`config.mk`:
```
export PLATFORM = sky130hd
export DESIGN_NAME = uart_to_register_flat
export DESIGN_NICKNAME = d
export VERILOG_FILES = /design/src/rtl/uart_pkg.sv /design/src/rtl/uart_to_register_if.sv /design/src/rtl/uart_rx_byte.sv /design/src/rtl/uart_to_register.sv /design/src/flat_wrapper.sv
export SDC_FILE = /design/constraint.sdc
export NUM_CORES = 1
export LEC_CHECK = 0
export ABC_AREA = 1
export BUFFER_PORTS_ARGS = -buffer_cell sky130_fd_sc_hd__buf_2
export CAP_MARGIN = 40
export CORE_MARGIN = 1.5
export CORE_UTILIZATION = 36
export DETAILED_ROUTE_END_ITERATION = 8
export GPL_TIMING_DRIVEN = 0
export SLEW_MARGIN = 30
export SYNTH_ARGS = -nofsm -noshare
export SYNTH_HDL_FRONTEND = slang
export SYNTH_SLANG_ARGS = --single-unit
```
`constraint.sdc`:
```
create_clock -name clock -period 4.9 [get_ports clock]
set_input_delay 0.245 -clock clock [delete_from_list [all_inputs] [get_ports clock]]
set_output_delay 0.245 -clock clock [all_outputs]
set_load 0.01 [all_outputs]
```
`src/rtl/uart_pkg.sv`:
```
// Shared types and constants for the UART-to-register receive path.
package uart_pkg;

  typedef enum logic [1:0] {
    IDLE  = 2'd0,
    START = 2'd1,
    DATA  = 2'd2,
    STOP  = 2'd3
  } uart_rx_state_t;

  localparam int UART_DATA_BITS      = 8;
  localparam int UART_BYTES_PER_WORD = 4;

endpackage

```
`src/rtl/uart_to_register_if.sv`:
```
// Serial input and assembled-word outputs of the UART-to-register block.
interface uart_to_register_if;

  logic                                                            uart_rx;
  logic [uart_pkg::UART_DATA_BITS*uart_pkg::UART_BYTES_PER_WORD-1:0] data_received;
  logic                                                            data_valid;
  logic                                                            framing_error;
  logic                                                            busy;

  modport master (
    input  uart_rx,
    output data_received,
    output data_valid,
    output framing_error,
    output busy
  );

  modport slave (
    output uart_rx,
    input  data_received,
    input  data_valid,
    input  framing_error,
    input  busy
  );

endinterface

```
`src/rtl/uart_rx_byte.sv`:
```
// Byte-level 8N1 receiver: synchronizer, bit FSM and bit-period timer.
//
//   state | meaning
//   IDLE  | line idle; waits for a low level (only once re-armed by a high level)
//   START | timing to mid start bit to reject glitches
//   DATA  | sampling 8 data bits, LSB first, one per bit period
//   STOP  | sampling the stop bit; done/error strobe issued on that sample
module uart_rx_byte
  import uart_pkg::*;
#(
  parameter int CLKS_PER_BIT = 16
) (
  input  logic                      clock,
  input  logic                      reset_n,
  input  logic                      uart_rx,
  output logic [UART_DATA_BITS-1:0] byte_data,
  output logic                      byte_done,
  output logic                      byte_error,
  output logic                      busy
);

  localparam int CNT_W = $clog2(CLKS_PER_BIT);
  localparam int IDX_W = $clog2(UART_DATA_BITS);
  localparam logic [CNT_W-1:0] FULL_RELOAD = CNT_W'(CLKS_PER_BIT - 1);
  localparam logic [CNT_W-1:0] HALF_RELOAD = CNT_W'(CLKS_PER_BIT / 2 - 1);
  localparam logic [IDX_W-1:0] LAST_BIT    = IDX_W'(UART_DATA_BITS - 1);

  logic [1:0]                sync_q;
  logic                      rx_s;
  uart_rx_state_t            state;
  logic [CNT_W-1:0]          cycle_cnt;
  logic [IDX_W-1:0]          bit_idx;
  logic [UART_DATA_BITS-1:0] shift_q;
  logic                      armed;
  logic                      tick;

  assign rx_s = sync_q[1];
  // The bit timer is a down-counter; a sample is taken on its terminal count.
  assign tick = (cycle_cnt == '0);

  // Two-flop synchronizer for the asynchronous line, resetting to idle-high.
  always_ff @(posedge clock) begin
    if (!reset_n) begin
      sync_q <= 2'b11;
    end else begin
      sync_q <= {sync_q[0], uart_rx};
    end
  end

  // Bit FSM with bit-period timer; after a bad stop bit, stay disarmed until the line is seen high.
  always_ff @(posedge clock) begin
    if (!reset_n) begin
      state     <= IDLE;
      cycle_cnt <= '0;
      bit_idx   <= '0;
      shift_q   <= '0;
      armed     <= 1'b1;
    end else begin
      case (state)
        IDLE: begin
          if (rx_s) begin
            armed <= 1'b1;
          end else if (armed) begin
            state     <= START;
            cycle_cnt <= HALF_RELOAD;
          end
        end
        START: begin
          if (tick) begin
            if (rx_s) begin
              state <= IDLE;
            end else begin
              state     <= DATA;
              bit_idx   <= '0;
              cycle_cnt <= FULL_RELOAD;
            end
          end else begin
            cycle_cnt <= cycle_cnt - 1'b1;
          end
        end
        DATA: begin
          if (tick) begin
            shift_q[bit_idx] <= rx_s;
            cycle_cnt        <= FULL_RELOAD;
            if (bit_idx == LAST_BIT) begin
              state <= STOP;
            end else begin
              bit_idx <= bit_idx + 1'b1;
            end
          end else begin
            cycle_cnt <= cycle_cnt - 1'b1;
          end
        end
        STOP: begin
          if (tick) begin
            state <= IDLE;
            if (!rx_s) begin
              armed <= 1'b0;
            end
          end else begin
            cycle_cnt <= cycle_cnt - 1'b1;
          end
        end
        default: state <= IDLE;
      endcase
    end
  end

  // Strobes are combinational on the stop sample so the word logic can register them with one cycle of latency.
  assign byte_done  = (state == STOP) && tick && rx_s;
  assign byte_error = (state == STOP) && tick && !rx_s;
  assign byte_data  = shift_q;
  assign busy       = (state != IDLE);

endmodule

```
`src/rtl/uart_to_register.sv`:
```
// Reassembles four LSB-first UART bytes into a 32-bit word with a valid strobe.
module uart_to_register
  import uart_pkg::*;
#(
  parameter int CLKS_PER_BIT = 16,
  parameter int TIMEOUT_BITS = 20
) (
  input  logic                clock,
  input  logic                reset_n,
  uart_to_register_if.master  bus
);

  localparam int WORD_W         = UART_DATA_BITS * UART_BYTES_PER_WORD;
  localparam int PART_W         = WORD_W - UART_DATA_BITS;
  localparam int TIMEOUT_CYCLES = TIMEOUT_BITS * CLKS_PER_BIT;
  localparam int TMO_W          = $clog2(TIMEOUT_CYCLES + 1);
  localparam logic [TMO_W-1:0] TMO_RELOAD = TMO_W'(TIMEOUT_CYCLES - 1);
  localparam logic [1:0]       LAST_SLOT  = 2'(UART_BYTES_PER_WORD - 1);

  logic [UART_DATA_BITS-1:0] byte_data;
  logic                      byte_done;
  logic                      byte_error;
  logic                      rx_busy;

  logic [1:0]                byte_count;
  logic [PART_W-1:0]         partial_q;
  logic [WORD_W-1:0]         data_q;
  logic                      valid_q;
  logic                      error_q;
  logic [TMO_W-1:0]          idle_cnt;
  logic                      timeout_hit;

  uart_rx_byte #(
    .CLKS_PER_BIT (CLKS_PER_BIT)
  ) u_rx_byte (
    .clock      (clock),
    .reset_n    (reset_n),
    .uart_rx    (bus.uart_rx),
    .byte_data  (byte_data),
    .byte_done  (byte_done),
    .byte_error (byte_error),
    .busy       (rx_busy)
  );

  // Idle time only matters with a partial word pending; the counter fires on its final idle cycle.
  assign timeout_hit = !rx_busy && (byte_count != 2'd0) && (idle_cnt == '0);

  // Idle-time down-counter; any receiver activity (including a false start) reloads it.
  always_ff @(posedge clock) begin
    if (!reset_n) begin
      idle_cnt <= '0;
    end else if (rx_busy || (byte_count == 2'd0)) begin
      idle_cnt <= TMO_RELOAD;
    end else if (idle_cnt != '0) begin
      idle_cnt <= idle_cnt - 1'b1;
    end
  end

  // Word assembly: slots 0..2 buffer, slot 3 publishes; framing errors and timeouts drop the partial word.
  always_ff @(posedge clock) begin
    if (!reset_n) begin
      byte_count <= 2'd0;
      partial_q  <= '0;
      data_q     <= '0;
      valid_q    <= 1'b0;
      error_q    <= 1'b0;
    end else begin
      valid_q <= 1'b0;
      error_q <= 1'b0;
      if (byte_done) begin
        if (byte_count == LAST_SLOT) begin
          data_q  <= {byte_data, partial_q};
          valid_q <= 1'b1;
        end else begin
          partial_q[{byte_count, 3'b000} +: UART_DATA_BITS] <= byte_data;
        end
        byte_count <= byte_count + 1'b1;
      end else if (byte_error) begin
        error_q    <= 1'b1;
        byte_count <= 2'd0;
        partial_q  <= '0;
      end else if (timeout_hit) begin
        byte_count <= 2'd0;
        partial_q  <= '0;
      end
    end
  end

  assign bus.data_received = data_q;
  assign bus.data_valid    = valid_q;
  assign bus.framing_error = error_q;
  assign bus.busy          = rx_busy;

endmodule
```
`src/flat_wrapper.sv`:
```
// flat-port wrapper written by rule: the top's interface ports become plain ports
module uart_to_register_flat import uart_pkg::*;
#(
  parameter int CLKS_PER_BIT = 16,
  parameter int TIMEOUT_BITS = 20
)
  (clock, reset_n, bus_uart_rx, bus_data_received, bus_data_valid, bus_framing_error, bus_busy);
  uart_to_register_if bus_i ();
  input  logic clock;
  input  logic reset_n;
  input wire logic [$bits(bus_i.uart_rx)-1:0] bus_uart_rx;
  output wire logic [$bits(bus_i.data_received)-1:0] bus_data_received;
  output wire logic [$bits(bus_i.data_valid)-1:0] bus_data_valid;
  output wire logic [$bits(bus_i.framing_error)-1:0] bus_framing_error;
  output wire logic [$bits(bus_i.busy)-1:0] bus_busy;
  assign bus_i.uart_rx = bus_uart_rx;
  assign bus_data_received = bus_i.data_received;
  assign bus_data_valid = bus_i.data_valid;
  assign bus_framing_error = bus_i.framing_error;
  assign bus_busy = bus_i.busy;
  uart_to_register #(.CLKS_PER_BIT(CLKS_PER_BIT), .TIMEOUT_BITS(TIMEOUT_BITS)) u_core (.clock(clock), .reset_n(reset_n), .bus(bus_i));
endmodule
```
==> run metrics, run 1 <==
outcome=finished clean; TritonCTS clock tree=yes; Post CTS Setup Buffer Count=0; CP Launch Type=flop; most frequent cells in the layout=nand2_1, dfxtp_1, nor2_1, inv_1, buf_2; VDD IR max=between 0.00015 and 0.0002 V; synthesized area per cell=7.555 sq um; Net count, final=a little over 600; Setup WS pre-CTS=between 2 and 3 ns; Max Cap Viol=0; core box area=about 11000 sq um; Crit Path Category=flop to flop; # DRC=0; Primary FF master, synth=dfxtp_1; port bufs=37; vias in the first global route=3396; Leakage=2.140 nW; initial drt markers=186; final setup margin=about 2.9 ns; Detail Placement HPWL=between 6000 and 7000 microns; Pwr Total=1.840 mW; DR pass1 iterations=4; Placed Instance Area=4534 sq um; unrepaired setup endpoints after global routing=false; largest net degree at the start of global routing=16; post-synthesis compound-gate area fraction=between 10% and 20%; Clock Latency Late Sink=between 0.3 and 0.4 ns; share of cells above drive strength 1=about 17%; simple-gate portion of the synthesized area=approximately a quarter; final global-route overflow total=0; count of final hold-check violations=0; Async SR Flop Fraction=0%; CP arrival=about 2.3 ns; Post-DRT Antenna Nets=0; Chip Height=around 110 microns; Final GP Congestion=about 0.81; WHS=0.09488 ns; Syn Nets=between 500 and 600; initial core utilization=a little under two fifths; Synth Area in Adders=between 4 and 5%; fin cells=between 700 and 800; Yosys reg bits=roughly 90; Area contributors post-synth=dfxtp_1, nand2_1, nor2_1, inv_1, ha_1; antenna diode count=0; row count=39; mapped cell area=~4200 sq um; DRT Wirelength=9378 microns; clk slew on worst S/H paths=roughly 0.070 ns; TNS Setup=0 ns; Critical Path End Type=flop; vias per cell=~4.8; Resized Gates After CTS=0; Max Clk Rate=a little under 500 MHz; Routed WL per cell=12.54 microns; Seq/Total Area, Yosys=around 43%; Required @ worst endpoint=approximately 5.2 ns; DR vias=about 3600; Slew Limit Fails=0; antenna violations before repair=0; Die Wd=~110 microns; H-tree levels=3; Finished Cell Area=around 4900 sq um; PwrDens=roughly 380 nW/um^2; buffer levels on the longest clock path=2; worst min-delay path class=primary input to flop; commonest non-fill, non-tap cell in the layout=nand2_1; minimum clock period=2.037 ns; Die ar.=around 12000 sq um; placed cells=around 730; Synth area leader=dfxtp_1; final core occ=between 40% and 50%; largest family of logic cells by synthesized area=simple AND/OR/NAND/NOR gates; hold buffer count at cts=0; Syn-to-layout area delta=16.83%; R2R setup slack=about 2.9 ns; clk sink count=89; Synth cell types=37; CTS Root Cell=clkbuf_16; Crit Path Max Fanout=9; period utilisation layout=41.58%; XOR/XNOR Fraction of Synth Area=roughly 1.3%; number of synthesized flops with an enable pin=0; Ys Warns=0; global-route wire length before repair=16000 microns; CTS buffer count=9; Total GRT Usage=~16%; mux contribution to synthesized area=0%; Tightest Pin Transition=around 0.55 ns; I/O pin cnt=38; Yosys top cell area share=between 40% and 50%; Setup Skew=between 0.007 and 0.008 ns; Post-Syn Instances=~550; Final Setup Violations=0; Slew HR=between 60% and 70%
## logic make-up (layout without fill, tap and decap cells)
logic type | count (synthesis) | in the layout
simple gates | 241 | 241
fa+ha+maj | 15 | 15
flops | 89 | 89
compound gates | 109 | 109
buf+inv | 92 | 145
xor+xnor | 6 | 6
## path summary, 6_finish.rpt
| check | startpoint | to | cells after the start |
|---|---|---|---|
| hold reg to reg | u_core.u_rx_byte.sync_q[0] | u_core.u_rx_byte.sync_q[1] | 1 |
| hold / removal | bus_uart_rx | u_core.u_rx_byte.sync_q[0] | 2 |
| setup / recovery | u_core.byte_count[0] | u_core.partial_q[1] | 7 |
| setup reg to reg | u_core.byte_count[0] | u_core.partial_q[1] | 7 |
## synthesized netlist by cell type (2+ instances only)
master     n
a21oi_1   34
a21oi_2   18
buf_1      2
buf_4      3
buf_6      6
clkbuf_1   9
dfxtp_1   89
ha_1      15
inv_1     65
inv_2      5
nand2_1   90
nand2_2    2
nand3_1   25
nand3_2    2
nand3_4    3
nand4_1   12
nor2_1    81
nor3_1    16
o21a_1     2
o21ai_0   31
o21ai_1   19
o31a_1     2
or2_2      3
xor2_1     5
## metal layers
layer | wire length [microns] | track usage [%]
met1 | 4425 | 20.36
met2 | 4464 | 26.63
met3 | 361 | 4.995
met4 | 127 | 5.726
met5 | 0 | 0
## flip-flops by register name (all words and copies together), names as in the netlist, named ones only
register	cells
u_core.bus.data_received	32
u_core.bus.data_valid	1
u_core.bus.framing_error	1
u_core.byte_count	2
u_core.idle_cnt	9
u_core.partial_q	24
u_core.u_rx_byte.armed	1
u_core.u_rx_byte.bit_idx	3
u_core.u_rx_byte.byte_data	8
u_core.u_rx_byte.cycle_cnt	4
u_core.u_rx_byte.state	1
u_core.u_rx_byte.sync_q	2
## critical path: stages (launching register included)
cell and delay, ns:
dfxtp_1 0.49, inv_1 0.14, ha_1 0.39, or2_2 0.30, clkbuf_1 0.18, nor3_1 0.19, nand2_1 0.10, a21oi_1 0.18
## area by class of cell
class | instances | area, sq um
flip-flops and latches | 89 | 1782
fillers | 1140 | 6497
clock inverters | 5 | 85.08
clock buffers | 11 | 252.7
plain buffers | 21 | 136.4
well taps | 143 | 178.9
multi-input cells | 371 | 1981
inverters | 71 | 271.5
repair buffers | 37 | 185.2
## report_power, final
| group | total, mW | switching [mW] | internal (mW) |
|---|---|---|---|
| Sequential | 0.769 | 0.0163 | 0.753 |
| Clock | 0.771 | 0.292 | 0.478 |
| Combinational | 0.301 | 0.200 | 0.101 |
| Total | 1.84 | 0.509 | 1.33 |
No activity file was read; power rests on OpenSTA's default activity.
==> run 2, diff against run 1 <==
- clock period: 4.9 -> 2 ns (I/O delays scaled with it)
==> run 2 against run 1 <==
- setup slack lost 2.7 ns
- first-iteration DRC count grew 0.54%
- cell count grew 0.13%
- maximum frequency grew 11%
- global-route usage is essentially flat
- sequential share of layout area shrank 0.19 points
- highest routed layer unchanged
- largest cell class unchanged
==> run metrics, run 2 (synthesis results as in run 1) <==
largest net degree at the start of global routing=16 (unchanged); Max Clk Rate=544.6 MHz (was 490.8 MHz); VDD IR max=0.0003941 V (was 0.0001614 V); Post CTS Setup Buffer Count=0 (unchanged); Post-DRT Antenna Nets=0 (unchanged); core box area=11370 sq um (unchanged); antenna diode count=0 (unchanged); Max Cap Viol=0 (unchanged); # DRC=0 (unchanged); Final GP Congestion=0.8051 (unchanged); Crit Path Category=flop to flop (unchanged); Syn-to-layout area delta=17.52% (was 16.83%); most frequent cells in the layout=nand2_1, dfxtp_1, nor2_1, inv_1, buf_2 (unchanged); PwrDens=922.1 nW/um^2 (was 377.7 nW/um^2); Setup Skew=0.008066 ns (was 0.007639 ns); global-route wire length before repair=16030 microns (was 16000 microns); final global-route overflow total=0 (unchanged); Required @ worst endpoint=2.28 ns (was 5.17 ns); row count=39 (unchanged); share of cells above drive strength 1=17.99% (was 16.86%); TNS Setup=0 ns (unchanged); Placed Instance Area=4534 sq um (unchanged); Chip Height=110.6 microns (unchanged); Tightest Pin Transition=0.5595 ns (was 0.5453 ns); minimum clock period=1.836 ns (was 2.037 ns); Slew Limit Fails=0 (unchanged); Routed WL per cell=12.56 microns (was 12.54 microns); Slew HR=62.70% (was 63.65%); Crit Path Max Fanout=9 (unchanged); Clock Latency Late Sink=0.35 ns (about the same); count of final hold-check violations=0 (unchanged); period utilisation layout=91.81% (was 41.58%); Total GRT Usage=16.33% (was 16.30%); CP Launch Type=flop (unchanged); unrepaired setup endpoints after global routing=false (unchanged); clk slew on worst S/H paths=0.07 ns (about the same); Die Wd=110.6 microns (unchanged); port bufs=37 (unchanged); initial drt markers=187 (was 186); vias per cell=4.766 (was 4.761); DR vias=3570 (was 3561); Net count, final=619 (was 618); vias in the first global route=3402 (was 3396); TritonCTS clock tree=yes (unchanged); buffer levels on the longest clock path=2 (unchanged); Largest register FFs=32 (unchanged); CTS Root Cell=clkbuf_16 (unchanged); outcome=finished clean (unchanged); worst min-delay path class=primary input to flop (unchanged); Die ar.=12240 sq um (unchanged); CTS buffer count=9 (unchanged); Leakage=2.138 nW (was 2.140 nW); commonest non-fill, non-tap cell in the layout=nand2_1 (unchanged); Final Setup Violations=0 (unchanged); Finished Cell Area=4901 sq um (was 4872 sq um); initial core utilization=36.68% (unchanged); I/O pin cnt=38 (unchanged); DR pass1 iterations=4 (unchanged); antenna violations before repair=0 (unchanged); clk sink count=89 (unchanged); Detail Placement HPWL=6786 microns (unchanged); Critical Path End Type=flop (unchanged); CP arrival=2.11 ns (was 2.31 ns); H-tree levels=3 (unchanged); DRT Wirelength=9406 microns (was 9378 microns)
-- run 2: changes by cell type in the layout (fill, tap and decap cells not counted) --
cell	delta
ha_1	-5
dfxtp_1	-1
nor3_2	+1
dlygate4sd3_1	+1
nor3_1	-1
dfxtp_2	+1
ha_2	+5
-- run 2: repair_timing --
action	CTS	global route
setup endpoints to repair	4	10
hold buffers	1	0
hold endpoints to repair	1	0
gates resized for setup	1	6
-- run 2: layout make-up --
cell class,count,area [sq um]
sequential,89,1783
timing repair buffer,38,195.2
tap,143,178.9
inverter,71,271.5
multi-input combinational,371,1998
clock buffer,11,252.7
buffer,21,136.4
fill,1138,6469
clock inverter,5,85.08
-- run 2: worst max-delay path, cell delays in order, from the launching register on --
cell and delay (ns):
dfxtp_2 0.42, inv_1 0.11, ha_2 0.34, or2_2 0.28
clkbuf_1 0.19, nor3_1 0.20, nand2_1 0.09, a21oi_1 0.14
-- run 2: metrics by stage --
| step | hold slack (ns) | utilization [%] | setup slack, ns | total power [mW] | instances |
|---|---|---|---|---|---|
| floorplan | 0.2066 | - | 0.3001 | 2.497 | 552 |
| global placement | 0.2926 | 39.88 | 0.05778 | 2.624 | 732 |
| detailed placement | 0.2976 | 39.88 | 0.02142 | 2.653 | 732 |
| finish | 0.3252 | 43.11 | 0.1637 | 4.519 | 749 |
| global route | 0.3635 | 43.11 | 0.009467 | 4.763 | 749 |
| CTS | 0.3239 | 42.95 | 0.09732 | 4.549 | 749 |
-- run 2: worst paths after layout --
kind	start	end	slack, ns	cells after the start
min reg2reg	u_core.u_rx_byte.sync_q[0]	u_core.u_rx_byte.sync_q[1]	0.41	1
min	reset_n	flop	0.33	4
max reg2reg	u_core.byte_count[0]	u_core.partial_q[5]	0.16	7
max	u_core.byte_count[0]	u_core.partial_q[5]	0.16	7
-- run 2: power by group --
part           switching [mW]  total, mW  internal, mW
sequential             0.0405       1.88          1.84
combinational           0.492      0.748         0.256
clock                   0.715       1.89          1.17
-- run 2: per-layer routing --
layer	share of wire [%]	GRT usage [%]	vias up	routed length, microns
li1	-	-	1875	-
met1	46	20.40	1604	4342
met2	48	26.67	82	4477
met3	4.8	4.995	9	451
met4	1.4	5.726	0	134
met5	0	0	-	0
==> run 3, diff against run 2 <==
- GPL_ROUTABILITY_DRIVEN: not set -> 0
- SYNTH_HIERARCHICAL: not set -> 1
==> run 3 against run 2 <==
- synthesized cell count is 3.1% higher
- hold slack got worse by 0.26 ns
- register-to-register slack worse by 0.02 ns
- cell count is 2.8% higher
- non-clock buffer count rose by 9
- global-route usage is essentially flat
- critical path type unchanged
- largest power group is now registers
- highest routed layer unchanged
==> run metrics, run 3 <==
outcome=finished clean (unchanged); worst setup path end=u_core/partial_q[10] (was u_core.partial_q[5]); global-route wire length before repair=15280 microns (was 16030 microns); Final Setup Violations=0 (unchanged); Pwr Total=4.698 mW (was 4.519 mW); TritonCTS clock tree=yes (unchanged); initial drt markers=199 (was 187); Logic pwr share=21.2% (was 16.6%); CP peak stage delay=0.32 ns (was 0.42 ns); Max Cap Viol=0 (unchanged); Setup WS pre-CTS=-0.3915 ns (was 0.02142 ns); Syn-to-layout area delta=20.66% (was 17.52%); H-tree levels=3 (unchanged); commonest non-fill, non-tap cell in the layout=nor2_1 (was nand2_1); Max Clk Rate=539.9 MHz (was 544.6 MHz); minimum clock period=1.852 ns (was 1.836 ns); Detail Placement HPWL=6615 microns (was 6786 microns); share of cells above drive strength 1=18.10% (was 17.99%); largest net degree at the start of global routing=15 (was 16); PwrDens=945.5 nW/um^2 (was 922.1 nW/um^2); most frequent cell after synthesis=nor2_1 (was nand2_1); Slowest cell on crit path=dfxtp_2 (unchanged); initial core utilization=37.49% (was 36.68%); most used cell along the critical path=nand2_4; Syn Nets=586 (was 570); antenna violations before repair=0 (unchanged); Primary FF master, synth=dfxtp_1 (unchanged); final setup margin=0.1477 ns (was 0.1637 ns); DR vias=3705 (was 3570); depth of the worst register-to-register path=13 (was 7); Post-Syn Instances=569 (was 552); Ys Warns=6 (was 0); TNS Setup=0 ns (unchanged); reg2reg start=u_core/u_rx_byte/cycle_cnt[1] (was u_core.byte_count[0]); mapped cell area=4118 sq um (was 4170 sq um); Total GRT Usage=16.30% (was 16.33%); clk slew on worst S/H paths=0.06 ns (was 0.07 ns); Clk pwr share=37.6% (was 41.7%); Post-DRT Antenna Nets=0 (unchanged); Async SR Flop Fraction=0% (unchanged); DR pass1 iterations=5 (was 4); Synth area leader=dfxtp_1 (unchanged); Synth cell types=33 (was 37); worst min-delay path class=primary input to flop (unchanged); Clock Latency Late Sink=0.34 ns (was 0.35 ns); Area contributors post-synth=dfxtp_1, nor2_1, nand2_1, inv_1, a21oi_1 (was dfxtp_1, nand2_1, nor2_1, inv_1, ha_1); most frequent cells in the layout=nor2_1, nand2_1, dfxtp_1, inv_1, buf_2 (was nand2_1, dfxtp_1, nor2_1, inv_1, buf_2); CP Launch Type=flop (unchanged); I/O pin cnt=38 (unchanged); Psw=1.353 mW (was 1.247 mW); CP Launch Point=u_core/u_rx_byte/cycle_cnt[1] (was u_core.byte_count[0]); DRT Wirelength=9381 microns (was 9406 microns); CTS Root Cell=clkbuf_16 (unchanged); Filler cells=1100 (was 1138); Crit Path Category=flop to flop (unchanged); Die Wd=110.0 microns (was 110.6 microns); period utilisation layout=92.62% (was 91.81%); # DRC=0 (unchanged); VDD IR max=0.0004016 V (was 0.0003941 V); Int Pwr=3.344 mW (was 3.272 mW); core box area=10980 sq um (was 11370 sq um); Leakage=2.232 nW (was 2.138 nW); vias in the first global route=3297 (was 3402); Cell Chain, Critical Path=inv_2, ha_4, nand2_4, inv_4, nand2_4, nor2_4, buf_6, nand2_8, nor3_4, nand3_1, nand4_1, nand2_1, nor2_1 (was inv_1, ha_2, or2_2, clkbuf_1, nor3_1, nand2_1, a21oi_1); Placed Instance Area=4478 sq um (was 4534 sq um); Chip Height=110.0 microns (was 110.6 microns); Tightest Pin Transition=0.5713 ns (was 0.5595 ns); CTS buffer count=9 (unchanged); count of final hold-check violations=0 (unchanged); Finished Cell Area=4969 sq um (was 4901 sq um); Slew Limit Fails=0 (unchanged); final global-route overflow total=0 (unchanged); sequential share of power=41.2% (was 41.7%); Critical Path End Type=flop (unchanged); Die ar.=12090 sq um (was 12240 sq um); clk sink count=89 (unchanged); Crit Path Max Fanout=8 (was 9); reg2reg end=u_core/partial_q[10] (was u_core.partial_q[5]); vias per cell=4.812 (was 4.766); Required @ worst endpoint=2.28 ns (about the same); Largest register FFs=32 (unchanged); row count=38 (was 39); CP arrival=2.13 ns (was 2.11 ns); Net count, final=642 (was 619); synthesized area per cell=7.237 sq um (was 7.555 sq um); Slew HR=61.92% (was 62.70%); R2R setup slack=0.15 ns (was 0.16 ns); port bufs=37 (unchanged); antenna diode count=0 (unchanged); Sw Ratio=28.81% (was 27.60%); Yosys reg bits=89 (unchanged); buffer levels on the longest clock path=2 (unchanged); synth cell count leaders=nor2_1, nand2_1, dfxtp_1 (was nand2_1, dfxtp_1, nor2_1); Yosys top cell area share=43.27% (was 42.72%); Routed WL per cell=12.18 microns (was 12.56 microns); Setup Skew=0.006916 ns (was 0.008066 ns); Seq/Total Area, Yosys=43.27% (was 42.72%); number of synthesized flops with an enable pin=0 (unchanged)
==> run 3: cell count changes after synthesis, moves of 4 or more <==
cell and delta:
a21oi_1 +5, a21oi_2 -18, buf_6 -4, clkbuf_1 +5, inv_1 +9, nand4_1 +15, nor2_1 +11, nor3_1 -10
o21ai_0 -9, o21ai_1 +10
==> run 3: power by group through the flow <==
stage	Clock (mW)	Combinational (mW)	Sequential, mW
2_1_floorplan	0	0.658	1.94
3_3_place_gp	0	0.799	1.95
3_5_place_dp	0	0.820	1.96
4_1_cts	1.81	0.899	1.92
5_1_grt	1.89	1.11	1.94
6_report	1.77	0.998	1.93
==> run 3: cells by family after synthesis <==
| kind of cell | after synthesis | synth area share [%] |
|---|---|---|
| xor+xnor | 6 | 1.276 |
| flops | 89 | 43.27 |
| buf+inv | 103 | 10.12 |
| simple gates | 261 | 29.05 |
| fa+ha+maj | 14 | 4.254 |
| compound gates | 96 | 12.03 |
==> run 3: area by class of cell <==
class | count | area [sq um] | area share, %
Tap cell | 140 | 175.2 | 3.526
Inverter | 80 | 302.8 | 6.094
Timing Repair Buffer | 46 | 255.2 | 5.137
Clock buffer | 11 | 232.7 | 4.684
Buffer | 22 | 132.6 | 2.669
Clock inverter | 5 | 80.08 | 1.612
Sequential cell | 89 | 1787 | 35.96
Multi-Input combinational cell | 377 | 2003 | 40.32
==> run 3: worst min-delay path by stage <==
stage | cells past startpoint | startpoint | slack [ns] | to
finish | 3 | reset_n | 0.07 | u_core/u_rx_byte/cycle_cnt[1]
global route | 3 | reset_n | 0.08 | u_core/u_rx_byte/cycle_cnt[0]
CTS | 3 | reset_n | 0.08 | u_core/u_rx_byte/bit_idx[0]
detailed placement | 2 | bus_uart_rx | 0.29 | u_core/u_rx_byte/sync_q[0]
global placement | 2 | bus_uart_rx | 0.29 | u_core/u_rx_byte/sync_q[0]
floorplan | 1 | bus_uart_rx | 0.21 | u_core/u_rx_byte/sync_q[0]
==> run 3: metrics by stage <==
step                      cells  hold WS (ns)  utilization (%)
after CTS                   769       0.07736            44.68
after detailed placement    746        0.2885            40.77
after global routing        770       0.08216            45.24
after global placement      746        0.2868            40.77
after floorplan             569        0.2066                -
final                       770       0.06953            45.24
==> run 3: routing by layer <==
layer	share of wire, %	GRT usage [%]	vias up
met5	0	0	-
met4	1.3	5.288	0
met3	4.8	3.675	11
met2	46	26.80	79
met1	48	21.08	1672
li1	-	-	1943
==> run 3: what timing repair did <==
| item | 4_1_cts | 5_1_grt |
|---|---|---|
| endpoints found under the hold margin | 1 | 0 |
| buffers inserted | 5 | 4 |
| cloned | 1 | 0 |
| pin swaps | 3 | 11 |
| hold buffers | 1 | 0 |
| setup endpoints to repair | 58 | 55 |
| resized for setup | 22 | 15 |
==> run 3: critical path, delay by kind of cell (launching register included) <==
family                     cells  cell delay, ns
DFF                            1            0.32
and+or+nand+nor                9            0.98
adders and majority gates      1            0.17
buffers and inverters          3            0.31
